===== src/rtl/div_pkg.sv =====
// Shared definitions for the sequential restoring divider: FSM state encoding
// and a constant-function clog2 used to size the step counter.
package div_pkg;

    typedef enum logic [1:0] {
        IDLE = 2'd0,
        CALC = 2'd1,
        DONE = 2'd2
    } div_state_e;

    // Never returns less than 1 so a one-step divider still gets a real counter.
    function automatic int clog2(input int value);
        int r;
        r = 0;
        while ((1 << r) < value) begin
            r = r + 1;
        end
        return (r < 1) ? 1 : r;
    endfunction

endpackage


===== src/rtl/div_step_cell.sv =====
// One combinational restoring-division step: shift the next dividend bit into
// the partial remainder and subtract the divisor when it fits.
module div_step_cell #(
    parameter int DIVLEN_2 = 4
) (
    input  logic [DIVLEN_2-1:0] pr_i,
    input  logic                dvd_bit_i,
    input  logic [DIVLEN_2-1:0] divisor_i,
    output logic [DIVLEN_2-1:0] pr_o,
    output logic                qbit_o
);

    logic [DIVLEN_2:0] pr_shift;

    // The restored remainder is always below the divisor, so the narrow
    // subtraction cannot lose its top bit.
    always_comb begin
        pr_shift = {pr_i, dvd_bit_i};
        qbit_o   = (pr_shift >= {1'b0, divisor_i});
        pr_o     = qbit_o ? (pr_shift[DIVLEN_2-1:0] - divisor_i) : pr_shift[DIVLEN_2-1:0];
    end

endmodule


===== src/rtl/div_seq.sv =====
// Iterative restoring divider, one quotient bit per cycle, MSB first.
// Define DIV_SIGNED_EN for two's-complement operands (truncating division).
module div_seq
    import div_pkg::*;
#(
    parameter int DIVLEN_1 = 8,
    parameter int DIVLEN_2 = 4
) (
    input  logic                clk,
    input  logic                rst_n,
    input  logic                start,
    input  logic [DIVLEN_1-1:0] dividend,
    input  logic [DIVLEN_2-1:0] divisor,
    output logic                busy,
    output logic                done,
    output logic [DIVLEN_1-1:0] quotient,
    output logic [DIVLEN_2-1:0] remainder,
    output logic                div_zero,
    output div_state_e          dbg_state_o
);

    localparam int CW = clog2(DIVLEN_1);

    div_state_e          state_q, state_d;
    logic [CW-1:0]       cnt_q, cnt_d;
    logic [DIVLEN_1-1:0] dq_q, dq_d;
    logic [DIVLEN_2-1:0] pr_q, pr_d;
    logic [DIVLEN_2-1:0] dvs_q, dvs_d;
    logic                dz_q, dz_d;
    logic                done_q, done_d;
    logic [DIVLEN_1-1:0] quotient_q, quotient_d;
    logic [DIVLEN_2-1:0] remainder_q, remainder_d;
    logic                div_zero_q, div_zero_d;
    logic [DIVLEN_1-1:0] q_res;
    logic [DIVLEN_2-1:0] r_res;
    logic [DIVLEN_2-1:0] pr_step;
    logic                qbit;
`ifdef DIV_SIGNED_EN
    logic                neg_q_q, neg_q_d;
    logic                neg_r_q, neg_r_d;
`endif

    // dq_q holds the dividend and shifts left each step; quotient bits fill in from the LSB.
    div_step_cell #(.DIVLEN_2(DIVLEN_2)) u_step (
        .pr_i      (pr_q),
        .dvd_bit_i (dq_q[DIVLEN_1-1]),
        .divisor_i (dvs_q),
        .pr_o      (pr_step),
        .qbit_o    (qbit)
    );

`ifdef DIV_SIGNED_EN
    always_comb begin
        q_res = neg_q_q ? (~dq_q + DIVLEN_1'(1)) : dq_q;
        r_res = neg_r_q ? (~pr_q + DIVLEN_2'(1)) : pr_q;
    end
`else
    always_comb begin
        q_res = dq_q;
        r_res = pr_q;
    end
`endif

    always_comb begin
        state_d     = state_q;
        cnt_d       = cnt_q;
        dq_d        = dq_q;
        pr_d        = pr_q;
        dvs_d       = dvs_q;
        dz_d        = dz_q;
        done_d      = 1'b0;
        quotient_d  = quotient_q;
        remainder_d = remainder_q;
        div_zero_d  = div_zero_q;
`ifdef DIV_SIGNED_EN
        neg_q_d     = neg_q_q;
        neg_r_d     = neg_r_q;
`endif
        case (state_q)
            IDLE: begin
                if (start) begin
                    pr_d  = '0;
                    cnt_d = '0;
                    dz_d  = (divisor == '0);
`ifdef DIV_SIGNED_EN
                    // Zero divisor keeps the raw dividend so its low bits form the remainder.
                    dvs_d   = divisor[DIVLEN_2-1] ? (~divisor + DIVLEN_2'(1)) : divisor;
                    dq_d    = (dividend[DIVLEN_1-1] && (divisor != '0)) ?
                              (~dividend + DIVLEN_1'(1)) : dividend;
                    neg_q_d = dividend[DIVLEN_1-1] ^ divisor[DIVLEN_2-1];
                    neg_r_d = dividend[DIVLEN_1-1];
`else
                    dvs_d   = divisor;
                    dq_d    = dividend;
`endif
                    state_d = (divisor == '0) ? DONE : CALC;
                end
            end
            CALC: begin
                dq_d  = {dq_q[DIVLEN_1-2:0], qbit};
                pr_d  = pr_step;
                cnt_d = cnt_q + CW'(1);
                if (cnt_q == CW'(DIVLEN_1 - 1)) begin
                    state_d = DONE;
                end
            end
            DONE: begin
                state_d    = IDLE;
                done_d     = 1'b1;
                div_zero_d = dz_q;
                if (dz_q) begin
                    quotient_d  = '1;
                    remainder_d = dq_q[DIVLEN_2-1:0];
                end else begin
                    quotient_d  = q_res;
                    remainder_d = r_res;
                end
            end
            default: state_d = IDLE;
        endcase
    end

    always_ff @(posedge clk or negedge rst_n) begin
        if (!rst_n) begin
            state_q     <= IDLE;
            cnt_q       <= '0;
            dq_q        <= '0;
            pr_q        <= '0;
            dvs_q       <= '0;
            dz_q        <= 1'b0;
            done_q      <= 1'b0;
            quotient_q  <= '0;
            remainder_q <= '0;
            div_zero_q  <= 1'b0;
`ifdef DIV_SIGNED_EN
            neg_q_q     <= 1'b0;
            neg_r_q     <= 1'b0;
`endif
        end else begin
            state_q     <= state_d;
            cnt_q       <= cnt_d;
            dq_q        <= dq_d;
            pr_q        <= pr_d;
            dvs_q       <= dvs_d;
            dz_q        <= dz_d;
            done_q      <= done_d;
            quotient_q  <= quotient_d;
            remainder_q <= remainder_d;
            div_zero_q  <= div_zero_d;
`ifdef DIV_SIGNED_EN
            neg_q_q     <= neg_q_d;
            neg_r_q     <= neg_r_d;
`endif
        end
    end

    assign busy        = (state_q != IDLE);
    assign done        = done_q;
    assign quotient    = quotient_q;
    assign remainder   = remainder_q;
    assign div_zero    = div_zero_q;
    assign dbg_state_o = state_q;

endmodule


===== config.mk =====
export PLATFORM = sky130hd
export DESIGN_NAME = div_seq
export DESIGN_NICKNAME = d
export VERILOG_FILES = /design/src/rtl/div_pkg.sv /design/src/rtl/div_step_cell.sv /design/src/rtl/div_seq.sv
export SDC_FILE = /design/constraint.sdc
export NUM_CORES = 1
export LEC_CHECK = 0
export ABC_AREA = 1
export CORE_MARGIN = 2
export CORE_UTILIZATION = 46
export DETAILED_ROUTE_END_ITERATION = 8
export PLACE_DENSITY = 0.84
export SETUP_SLACK_MARGIN = 0.1
export SLEW_MARGIN = 20
export SYNTH_ARGS = -nofsm -noshare
export SYNTH_HDL_FRONTEND = slang
export SYNTH_SLANG_ARGS = --single-unit

===== constraint.sdc =====
create_clock -name clk -period 1.4 [get_ports clk]
set_input_delay 0.42 -clock clk [delete_from_list [all_inputs] [get_ports clk]]
set_output_delay 0.42 -clock clk [all_outputs]
set_load 0.01 [all_outputs]

==> results of run 1 <==
placed cells by master, fill, tap and decap left out, types with 2 or more instances in the layout:
cell type	Yosys	final
clkinv_2	0	2
ha_4	0	3
o22ai_1	6	6
clkdlybuf4s50_1	0	13
nand3_2	0	13
buf_2	1	17
nand2_4	2	4
dfrtp_1	36	36
buf_4	2	26
a22o_1	2	2
o21ai_0	21	20
nand2_1	39	31
ha_1	6	2
inv_2	2	8
buf_12	0	2
nor2_1	19	17
inv_1	19	13
nand4_1	5	5
a21oi_1	3	3
nand2_2	1	6
buf_6	0	3
nor3_1	6	6
clkbuf_8	0	5
worst paths after layout:
| path | from | endpoint | slack, ps |
|---|---|---|---|
| max | dvs_q[0]$_DFFE_PN0P_ | pr_q[1]$_DFFE_PN0P_ | 10 |
| min | quotient[2]$_DFFE_PN0P_ | quotient[2]$_DFFE_PN0P_ | 470 |
| max reg2reg | dvs_q[0]$_DFFE_PN0P_ | pr_q[1]$_DFFE_PN0P_ | 10 |
| min reg2reg | quotient[2]$_DFFE_PN0P_ | quotient[2]$_DFFE_PN0P_ | 470 |
| max in group asynchronous | rst_n | dz_q$_DFFE_PN0P_ | 720 |
| min in group asynchronous | rst_n | quotient[4]$_DFFE_PN0P_ | 500 |
state kept, by name, indices dropped and copies added (netlist names):
name         flops
dbg_state_o      2
div_zero         1
dq_q             8
pr_q             4
remainder        4
quotient         8
dvs_q            4
cnt_q            3
dz_q             1
done             1
layout make-up:
class / instances / area [um^2] / area share (%)
sequential: 36 / 901 / 35.9
multi-input combinational: 130 / 880 / 35.0
timing repair buffer: 62 / 497 / 19.8
inverter: 22 / 87.6 / 3.49
clock buffer: 5 / 68.8 / 2.74
tap: 48 / 60.1 / 2.39
clock inverter: 3 / 18.8 / 0.747
logic make-up (layout without fill, tap and decap cells):
| group | Yosys count | count (layout) | share of synthesized area, % |
|---|---|---|---|
| xor+xnor | 1 | 1 | 0.518 |
| buf+inv | 26 | 92 | 6.44 |
| simple gates | 87 | 88 | 22.8 |
| compound gates | 34 | 34 | 11.3 |
| fa+ha+maj | 7 | 7 | 5.63 |
| flops | 36 | 36 | 53.3 |
routing by layer:
layer | GRT usage [%] | share of wire, %
met1 | 26.3 | 41
met2 | 37.0 | 51
met3 | 5.03 | 5.3
met4 | 9.57 | 2.4
met5 | 0 | 0
stage by stage:
stage,power [mW],area (um^2),std cells,utilization [%],worst slack [ps]
finish,6.39,2510,306,69.7,11.1
CTS,5.90,2380,301,66.0,14.1
global placement,4.63,2190,280,60.7,-154
global route,6.90,2510,306,69.7,-36.8
floorplan,3.54,1710,191,-,90.4
detailed placement,4.72,2190,280,60.7,-191
power groups by stage:
stage	registers [mW]	clock network, mW	logic, mW
2_1_floorplan	1.92	0	1.62
3_3_place_gp	1.84	0	2.78
3_5_place_dp	1.86	0	2.86
4_1_cts	1.84	0.752	3.31
5_1_grt	1.91	0.797	4.19
6_report	1.86	0.733	3.80
critical path, cell delays in order (launching register included):
cell and delay, ps:
dfrtp_1 410, ha_4 190, fa_2 530, inv_2 40, nand3_2 70, nand3_2 50
repair_timing:
item | in CTS | in global routing
hold buffers | 0 | 0
endpoints found under the setup margin | 23 | 37
gates cloned | 0 | 1
setup buffers | 13 | 5
pin swaps | 8 | 8
gates resized for setup | 88 | 26
==> metrics.md, run 1 <==
| Metric | Value |
|---|---|
| Clk pin slew, worst setup/hold paths | `70 ps` |
| Clock Path Buffers | `2` |
| Most common cell in the netlist | `nand2_1` |
| Share of layout cells above drive strength 1 | `38.8%` |
| Port Buffers | `31` |
| Peak VDD IR | `1.23 mV` |
| Row count | `22` |
| Int Pwr | `3.66 mW` |
| Prevailing post-synth register cell | `dfrtp_1` |
| DR vias/cell | `5.18` |
| Core ar. | `3610 um^2` |
| Clk_lat worst skew | `between 200 and 300 ps` |
| Syn nets | `213` |
| Switching Share | `42.8%` |
| Min-Delay Path Class | `reg2reg` |
| Pre-antenna DRT Iters | `5` |
| Leakage | `1.25 nW` |
| Crit Path Class | `reg2reg` |
| Max_cap viols | `0` |
| Share of total power in sequential cells | `29.1%` |
| Rel. slew slack | `75.4%` |
| DR vias | `1585` |
| DRT iter0 DRCs | `58` |
| Gate power share | `59.5%` |
| Max frequency | `0.720 GHz` |
| Post-Syn Instances | `191` |
| Clock power share | `roughly 12%` |
| Die ar. | `4180 um^2` |
| Final setup violation count | `0` |
| Psw | `2.73 mW` |
| Worst Path Max Fanout | `3` |
| Mean routed wirelength per cell | `between 10 and 15 um` |
| CP Launch Type | `flip-flop` |
| Post-synth top area share | `a little over half` |
| Die Ht | `64.6 um` |
| Initial antenna violation count | `0` |
| Largest net degree at the start of global routing | `37` |
| Final-report max-slew violation count | `0` |
| Unrepaired setup endpoints after global routing | `true` |
| Arr. time, crit path | `approximately 1600 ps` |
| DRT antenna net count | `0` |
| Seq/Total Area, Yosys | `53.3%` |
| Residual DRC | `0` |
| CTS Root Cell | `clkbuf_8` |
| Die width | `~65 um` |
| Yosys top cell by area | `dfrtp_1` |
| CTS H-tree depth | `2` |
| Skew final | `3.32 ps` |
| Syn Std Cell Area | `1690 um^2` |
| Clock Sinks | `36` |
| Final period utilization | `just under 100%` |
| Placer Congestion | `0.911` |
| Setup TNS | `0 ps` |
| Area Overhead vs Synth | `48.6%` |
| Depth of the most critical reg-to-reg path | `5` |
| Yosys warns | `0` |
| Nets | `between 200 and 300` |
| CTS buffer count | `5` |
| Final-report hold violation count | `0` |
| Global route total overflow | `0` |
| First-pass GRT wire length | `6920 um` |
| EDFF count, synth | `0` |
| CTS tree | `yes` |
| IO Count | `32` |
| Total Wirelength | `approximately 4200 um` |
| Register bit total from synthesis | `36` |
| Synth area leaders | `dfrtp_1 (53%), nand2_1 (8.7%), o21ai_0 (6.2%)` |
| Post-synth ARST share | `between 90% and 100%` |
| Hold Path Cell Cnt | `2` |
| Vias in the first global route | `1523` |
| Status | `finished, final reports clean` |
| Minimum clock period | `between 1000 and 1500 ps` |
| Pwr Density | `2540 nW/um^2` |
| CP required | `1580 ps` |
| Top cells by count, synth | `nand2_1 (39), dfrtp_1 (36), o21ai_0 (21)` |
| Avg Inst Size Synth | `8.85 um^2` |
| Ant. Diodes | `0` |
| Initial Util | `~47%` |
| Kind of end point of the critical path | `flip-flop` |
| Post-DP HPWL | `2560 um` |
| Fill cells | `282` |
| Tightest Pin Transition | `368 ps` |
| Number of library cell types mapped by synthesis | `25` |
| Hold Slack | `465 ps` |
| GRT Resource Usage Total | `21.7%` |
No activity file was read; power rests on OpenSTA's default activity.
==> inputs of run 2 (changes only) <==
--- a/config.mk
+++ b/config.mk
@@ -8,6 +8,7 @@
 export ABC_AREA = 1
 export CORE_MARGIN = 2
 export CORE_UTILIZATION = 46
+export CTS_BUF_LIST = sky130_fd_sc_hd__clkbuf_16
 export DETAILED_ROUTE_END_ITERATION = 8
 export PLACE_DENSITY = 0.84
 export SETUP_SLACK_MARGIN = 0.1
==> run 2 against run 1 <==
Compared with the run above:
- the run now ends with setup timing left
- first-iteration DRC count rose by 57%
- clock power rose by 49%
- fmax fell by 0.87%
- register-to-register slack barely moved
- worst hold slack got worse by 3.7 ps
- sequential share of layout area rose by 0.23 points
- die area did not move
- final cell count fell by 2.3%
- largest power group unchanged
==> metrics.md, run 2 (synthesized netlist as in run 1, its figures left out) <==
| Metric | Value |
|---|---|
| Rel. slew slack | `74.4% (was 75.4%)` |
| Largest net degree at the start of global routing | `37 (unchanged)` |
| Placer Congestion | `0.911 (unchanged)` |
| Min-Delay Path Class | `reg2reg (unchanged)` |
| Finished Cell Area | `2500 um^2 (was 2510 um^2)` |
| CP Launch Type | `flip-flop (unchanged)` |
| Leakage | `1.22 nW (was 1.25 nW)` |
| Final-report hold violation count | `0 (unchanged)` |
| IO Count | `32 (unchanged)` |
| CTS tree | `yes (unchanged)` |
| Worst Path Max Fanout | `6 (was 3)` |
| DRT iter0 DRCs | `91 (was 58)` |
| DR vias/cell | `5.15 (was 5.18)` |
| Post-layout util | `69.2% (was 69.7%)` |
| Switching Share | `41.3% (was 42.8%)` |
| Share of total power in sequential cells | `28.6% (was 29.1%)` |
| CP required | `1570 ps (was 1580 ps)` |
| Ant. Diodes | `0 (unchanged)` |
| Total Wirelength | `4030 um (was 4180 um)` |
| Vias in the first global route | `1467 (was 1523)` |
| Final-report max-slew violation count | `0 (unchanged)` |
| Area Overhead vs Synth | `47.7% (was 48.6%)` |
| First-pass GRT wire length | `6740 um (was 6920 um)` |
| Hold Path Origin | `quotient[2]$_DFFE_PN0P_ (unchanged)` |
| Pre-antenna DRT Iters | `4 (was 5)` |
| Violated checks | `setup timing` |
| Crit Path Class | `reg2reg (unchanged)` |
| Die width | `64.6 um (unchanged)` |
| CP max stage cell | `dfrtp_1 (was fa_2)` |
| Core ar. | `3610 um^2 (unchanged)` |
| Hold Path Cell Cnt | `2 (unchanged)` |
| Max_cap viols | `0 (unchanged)` |
| CTS buffer count | `5 (unchanged)` |
| Die ar. | `4180 um^2 (unchanged)` |
| Worst r2r src | `pr_q[1]$_DFFE_PN0P_ (was dvs_q[0]$_DFFE_PN0P_)` |
| Setup TNS | `-1.12 ps (was 0 ps)` |
| Final setup violation count | `1 (was 0)` |
| Depth of the most critical reg-to-reg path | `7 (was 5)` |
| Post-DP HPWL | `2560 um (unchanged)` |
| Initial antenna violation count | `0 (unchanged)` |
| Final Non-Filler Cells | `299 (was 306)` |
| Dpl cell area | `2190 um^2 (unchanged)` |
| Arr. time, crit path | `1570 ps (about the same)` |
| Hold Slack | `462 ps (was 465 ps)` |
| Minimum clock period | `1400 ps (was 1390 ps)` |
| Nets | `272 (was 279)` |
| Pwr Density | `2610 nW/um^2 (was 2540 nW/um^2)` |
| Int Pwr | `3.82 mW (was 3.66 mW)` |
| Max frequency | `0.714 GHz (was 0.720 GHz)` |
| CP peak stage delay | `420 ps (was 530 ps)` |
| Gate power share | `54.7% (was 59.5%)` |
| Initial Util | `46.9% (unchanged)` |
| Number of hold-repair buffers added at the cts stage | `0 (unchanged)` |
| Placed Instances | `280 (unchanged)` |
| Final WS setup | `-1.12 ps (was 11.1 ps)` |
| Die Ht | `64.6 um (unchanged)` |
| Share of layout cells above drive strength 1 | `34.3% (was 38.8%)` |
| Highest-count cells in the layout ignoring fill and taps | `dfrtp_1 (36), nand2_1 (34), buf_4 (20) (was dfrtp_1 (36), nand2_1 (31), buf_4 (26))` |
| CTS H-tree depth | `2 (unchanged)` |
| Setup crit start | `pr_q[1]$_DFFE_PN0P_ (was dvs_q[0]$_DFFE_PN0P_)` |
| Kind of end point of the critical path | `flip-flop (unchanged)` |
| Status | `finished, violations left (was finished, final reports clean)` |
| Clk_lat worst skew | `280 ps (was 290 ps)` |
| Mean routed wirelength per cell | `13.5 um (was 13.7 um)` |
| DR vias | `1540 (was 1585)` |
| Placement Setup Slack | `-191 ps (unchanged)` |
| Clk pin slew, worst setup/hold paths | `60 ps (was 70 ps)` |
| Port Buffers | `31 (unchanged)` |
| Peak VDD IR | `1.22 mV (was 1.23 mV)` |
| Clock power share | `16.7% (was 11.5%)` |
| GRT Resource Usage Total | `21.3% (was 21.7%)` |
| Row count | `22 (unchanged)` |
| Tightest Pin Transition | `385 ps (was 368 ps)` |
| Most common cell after layout, fill and taps aside | `dfrtp_1 (unchanged)` |
| Unrepaired setup endpoints after global routing | `true (unchanged)` |
| Residual DRC | `0 (unchanged)` |
| Global route total overflow | `0 (unchanged)` |
| Clock Sinks | `36 (unchanged)` |
| Power Total | `6.51 mW (was 6.39 mW)` |
| DRT antenna net count | `0 (unchanged)` |
| Skew final | `2.69 ps (was 3.32 ps)` |
| Clock Path Buffers | `2 (unchanged)` |
| Final period utilization | `100% (was 99.2%)` |
| CP Cell Sequence | `ha_4, a21oi_4, nand2_2, nand2_4, nand2_4, nand3_2, nand3_2 (was ha_4, fa_2, inv_2, nand3_2, nand3_2)` |
| CTS Root Cell | `clkbuf_16 (was clkbuf_8)` |
| Psw | `2.69 mW (was 2.73 mW)` |
[run 2: path summary, 6_finish.rpt]
path                                           end  slack [ps]
setup / recovery               pr_q[3]$_DFFE_PN0P_          -1
hold reg to reg            quotient[2]$_DFFE_PN0P_         460
min in group asynchronous  quotient[6]$_DFFE_PN0P_         510
setup reg to reg               pr_q[3]$_DFFE_PN0P_          -1
hold / removal             quotient[2]$_DFFE_PN0P_         460
max in group asynchronous     dvs_q[0]$_DFFE_PN0P_         700
[run 2: power by group through the flow]
| stage | logic (mW) | clock network, mW | registers (mW) |
|---|---|---|---|
| detailed placement | 2.86 | 0 | 1.86 |
| global route | 3.94 | 1.16 | 1.92 |
| floorplan | 1.62 | 0 | 1.92 |
| CTS | 3.21 | 1.10 | 1.85 |
| global placement | 2.78 | 0 | 1.84 |
| finish | 3.56 | 1.09 | 1.86 |
[run 2: area by class of cell]
cell class / instances / area (um^2)
fillers: 286 / 1110
flip-flops and latches: 36 / 901
multi-input cells: 130 / 860
repair buffers: 55 / 444
clock buffers: 5 / 125
inverters: 22 / 87.6
well taps: 48 / 60.1
clock inverters: 3 / 18.8
[run 2: critical path, delay by kind of cell, from the launching register on]
| family | cells | cell delay (ps) |
|---|---|---|
| simple gates | 5 | 420 |
| flops | 1 | 420 |
| compound gates | 1 | 160 |
| fa+ha+maj | 1 | 280 |
[run 2: what timing repair did]
item                                    CTS  global route
resized for setup                        75            31
endpoints found under the hold margin     0             0
endpoints found under the setup margin   23            45
setup buffers                             7             4
pin swaps                                 8            11
cloned                                    0             1
[run 2: per-layer routing]
layer	vias up	global-route usage, %	part of all wire, %
met2	39	35.8	50
met3	8	5.38	4.2
met5	-	0	0
li1	762	-	-
met1	731	26.5	43
met4	0	7.98	1.9
==> inputs of run 3 (changes only) <==
--- a/config.mk
+++ b/config.mk
@@ -7,10 +7,10 @@
 export LEC_CHECK = 0
 export ABC_AREA = 1
 export CORE_MARGIN = 2
-export CORE_UTILIZATION = 46
+export CORE_UTILIZATION = 51
 export CTS_BUF_LIST = sky130_fd_sc_hd__clkbuf_16
 export DETAILED_ROUTE_END_ITERATION = 8
-export PLACE_DENSITY = 0.84
+export PLACE_DENSITY = 0.87
 export SETUP_SLACK_MARGIN = 0.1
 export SLEW_MARGIN = 20
 export SYNTH_ARGS = -nofsm -noshare
==> constraint.sdc (replaced) <==
create_clock -name clk -period 1.48 [get_ports clk]
set_input_delay 0.444 -clock clk [delete_from_list [all_inputs] [get_ports clk]]
set_output_delay 0.444 -clock clk [all_outputs]
set_load 0.01 [all_outputs]
==> run 3 against run 2 <==
Compared with the run above:
- the run now ends clean
- setup slack better by 48 ps
- critical path depth is 2 higher
- flip-flop and latch count is the same
- total power shrank 15%
- routed wire length is 7.1% lower
- via count is 2.2% lower
- utilization up 6.5 points
- combinational power shrank 22%
- clock power is 8% lower
- register-to-register slack better by 50 ps
- first-iteration DRC count shrank 12%
- largest power group unchanged
==> metrics.md, run 3 (synthesized netlist as in run 1, its figures left out) <==
| Metric | Value |
|---|---|
| Status | `finished, final reports clean (was finished, violations left)` |
| Hold Path Origin | `quotient[1]$_DFFE_PN0P_ (was quotient[2]$_DFFE_PN0P_)` |
| Most common cell after layout, fill and taps aside | `nand2_1 (was dfrtp_1)` |
| CTS tree | `yes (unchanged)` |
| Initial Util | `54.5% (was 46.9%)` |
| Post-DP HPWL | `2650 um (was 2560 um)` |
| Hold Path Cell Cnt | `2 (unchanged)` |
| Final WS setup | `47.2 ps (was -1.12 ps)` |
| Worst Path Max Fanout | `4 (was 6)` |
| CTS H-tree depth | `2 (unchanged)` |
| Placed Instances | `275 (was 280)` |
| CTS Root Cell | `clkbuf_16 (unchanged)` |
| Row count | `20 (was 22)` |
| Final Non-Filler Cells | `286 (was 299)` |
| Pwr Density | `2360 nW/um^2 (was 2610 nW/um^2)` |
| Depth of the most critical reg-to-reg path | `9 (was 7)` |
| Arr. time, crit path | `1580 ps (was 1570 ps)` |
| Largest delay share family, worst path | `flip-flops (unchanged)` |
| Clk pin slew, worst setup/hold paths | `50 ps (was 60 ps)` |
| Crit path buf inv count | `2 (was 0)` |
| Crit Path Class | `reg2reg (unchanged)` |
| Nets | `263 (was 272)` |
| Residual DRC | `0 (unchanged)` |
| Placer Congestion | `0.840 (was 0.911)` |
| DR vias | `1506 (was 1540)` |
| Min-Delay Path Class | `reg2reg (unchanged)` |
| Worst r2r src | `pr_q[1]$_DFFE_PN0P_ (unchanged)` |
| Port Buffers | `31 (unchanged)` |
| Area Overhead vs Synth | `39.0% (was 47.7%)` |
| Clk_lat worst skew | `280 ps (about the same)` |
| Final period utilization | `96.8% (was 100%)` |
| CP Cell Sequence | `ha_4, nand2_2, inv_2, nand2_1, nand2_1, nand2_2, buf_6, nand4_1, nand3_1 (was ha_4, a21oi_4, nand2_2, nand2_4, nand2_4, nand3_2, nand3_2)` |
| Initial antenna violation count | `0 (unchanged)` |
| CP Depth | `9 (was 7)` |
| CTS buffer count | `5 (unchanged)` |
| Mean routed wirelength per cell | `13.1 um (was 13.5 um)` |
| First-pass GRT wire length | `6160 um (was 6740 um)` |
| Core ar. | `3100 um^2 (was 3610 um^2)` |
| CP peak stage delay | `430 ps (was 420 ps)` |
| Global route total overflow | `0 (unchanged)` |
| Total Wirelength | `3740 um (was 4030 um)` |
| Placement Setup Slack | `-86.0 ps (was -191 ps)` |
| Share of layout cells above drive strength 1 | `19.4% (was 34.3%)` |
| Die Ht | `61.6 um (was 64.6 um)` |
| CP required | `1630 ps (was 1570 ps)` |
| DRT iter0 DRCs | `80 (was 91)` |
| IO Count | `32 (unchanged)` |
| Final-report max-slew violation count | `0 (unchanged)` |
| GRT Resource Usage Total | `22.7% (was 21.3%)` |
| Max frequency | `0.698 GHz (was 0.714 GHz)` |
| Vias in the first global route | `1412 (was 1467)` |
| Highest-count cells in the layout ignoring fill and taps | `nand2_1 (36), dfrtp_1 (35), o21ai_0 (21) (was dfrtp_1 (36), nand2_1 (34), buf_4 (20))` |
| Fill cells | `233 (was 286)` |
| DRT antenna net count | `0 (unchanged)` |
| Rel. slew slack | `74.1% (was 74.4%)` |
| Ant. Diodes | `0 (unchanged)` |
| Minimum clock period | `1430 ps (was 1400 ps)` |
| Kind of end point of the critical path | `flip-flop (unchanged)` |
| CP Launch Type | `flip-flop (unchanged)` |
| Max_cap viols | `0 (unchanged)` |
| Tightest Pin Transition | `389 ps (was 385 ps)` |
| Number of hold-repair buffers added at the cts stage | `0 (unchanged)` |
| Peak VDD IR | `1.38 mV (was 1.22 mV)` |
| Largest net degree at the start of global routing | `37 (unchanged)` |
| Clock Path Buffers | `2 (unchanged)` |
| Clock Sinks | `36 (unchanged)` |
| Worst Hold End | `quotient[1]$_DFFE_PN0P_ (was quotient[2]$_DFFE_PN0P_)` |
| Final setup violation count | `0 (was 1)` |
| Pre-antenna DRT Iters | `4 (unchanged)` |
| Skew final | `2.05 ps (was 2.69 ps)` |
| Leakage | `1.13 nW (was 1.22 nW)` |
| Final-report hold violation count | `0 (unchanged)` |
| Die ar. | `3790 um^2 (was 4180 um^2)` |
| Unrepaired setup endpoints after global routing | `true (unchanged)` |
| Reg2reg end | `pr_q[0]$_DFFE_PN0P_ (was pr_q[3]$_DFFE_PN0P_)` |
| Die width | `61.6 um (was 64.6 um)` |
| DR vias/cell | `5.27 (was 5.15)` |
| CP max stage cell | `dfrtp_2 (was dfrtp_1)` |
| Worst R2R Setup Slack | `50 ps (was -1 ps)` |
## run 3: cell count changes in the layout (fill, tap and decap cells not counted), sizes merged
cell,before,now
clkdlybuf4s50,13,14
dlymetal6s2s,1,0
clkbuf,8,6
nand3,14,13
clkdlybuf4s15,0,14
dlygate4sd2,0,1
buf,38,17
## run 3: worst max path at each step
stage                                     end           startpoint
after floorplan           pr_q[2]$_DFFE_PN0P_  pr_q[1]$_DFFE_PN0P_
after global placement    dq_q[7]$_DFFE_PN0P_                start
after detailed placement  dq_q[3]$_DFFE_PN0P_                start
after CTS                 pr_q[0]$_DFFE_PN0P_  pr_q[1]$_DFFE_PN0P_
after global routing      pr_q[0]$_DFFE_PN0P_  pr_q[1]$_DFFE_PN0P_
final                     pr_q[0]$_DFFE_PN0P_  pr_q[1]$_DFFE_PN0P_
## run 3: final cells by class
cell class	instances	area, um^2	share of cell area (%)
flip-flops and latches	36	902	38.4
multi-input cells	129	716	30.5
repair buffers	47	448	19.1
clock buffers	5	125	5.32
inverters	22	85.1	3.62
well taps	44	55.1	2.34
clock inverters	3	18.8	0.799
## run 3: stage by stage
| step | power (mW) | TNS [ps] | hold WS [ps] | cell area [um^2] | util, % |
|---|---|---|---|---|---|
| after floorplan | 3.31 | 0 | 148 | 1700 | - |
| after global placement | 4.31 | -691 | 453 | 2170 | 69.8 |
| after detailed placement | 4.43 | -957 | 463 | 2170 | 69.8 |
| after CTS | 5.51 | 0 | 475 | 2330 | 75.2 |
| after global routing | 6.03 | -33.6 | 487 | 2350 | 75.7 |
| final | 5.56 | 0 | 475 | 2350 | 75.7 |
## run 3: worst reg2reg max path, cell delays in order (launching register included)
cell     delay [ps]
dfrtp_2         430
ha_4            300
nand2_2          60
inv_2            50
nand2_1          40
nand2_1          60
nand2_2          90
buf_6           140
nand4_1          60
nand3_1          90
## run 3: per-layer routing
| layer | GRT usage [%] | part of all wire, % |
|---|---|---|
| met2 | 35.3 | 49 |
| met4 | 10.3 | 1.9 |
| met5 | 0 | 0 |
| met3 | 5.67 | 6.4 |
| met1 | 29.8 | 43 |
## run 3: where the power goes
part / total (mW) / leakage [nW] / internal, mW / switching [mW]
Sequential: 1.77 / 0.433 / 1.45 / 0.328
Combinational: 2.78 / 0.628 / 1.28 / 1.50
Clock: 0.999 / 0.0736 / 0.619 / 0.380
## run 3: timing repair
| item | CTS | global route |
|---|---|---|
| pin swaps | 7 | 3 |
| cloned | 0 | 0 |
| setup buffers | 2 | 1 |
| resized for setup | 39 | 12 |
| endpoints found under the setup margin | 21 | 15 |
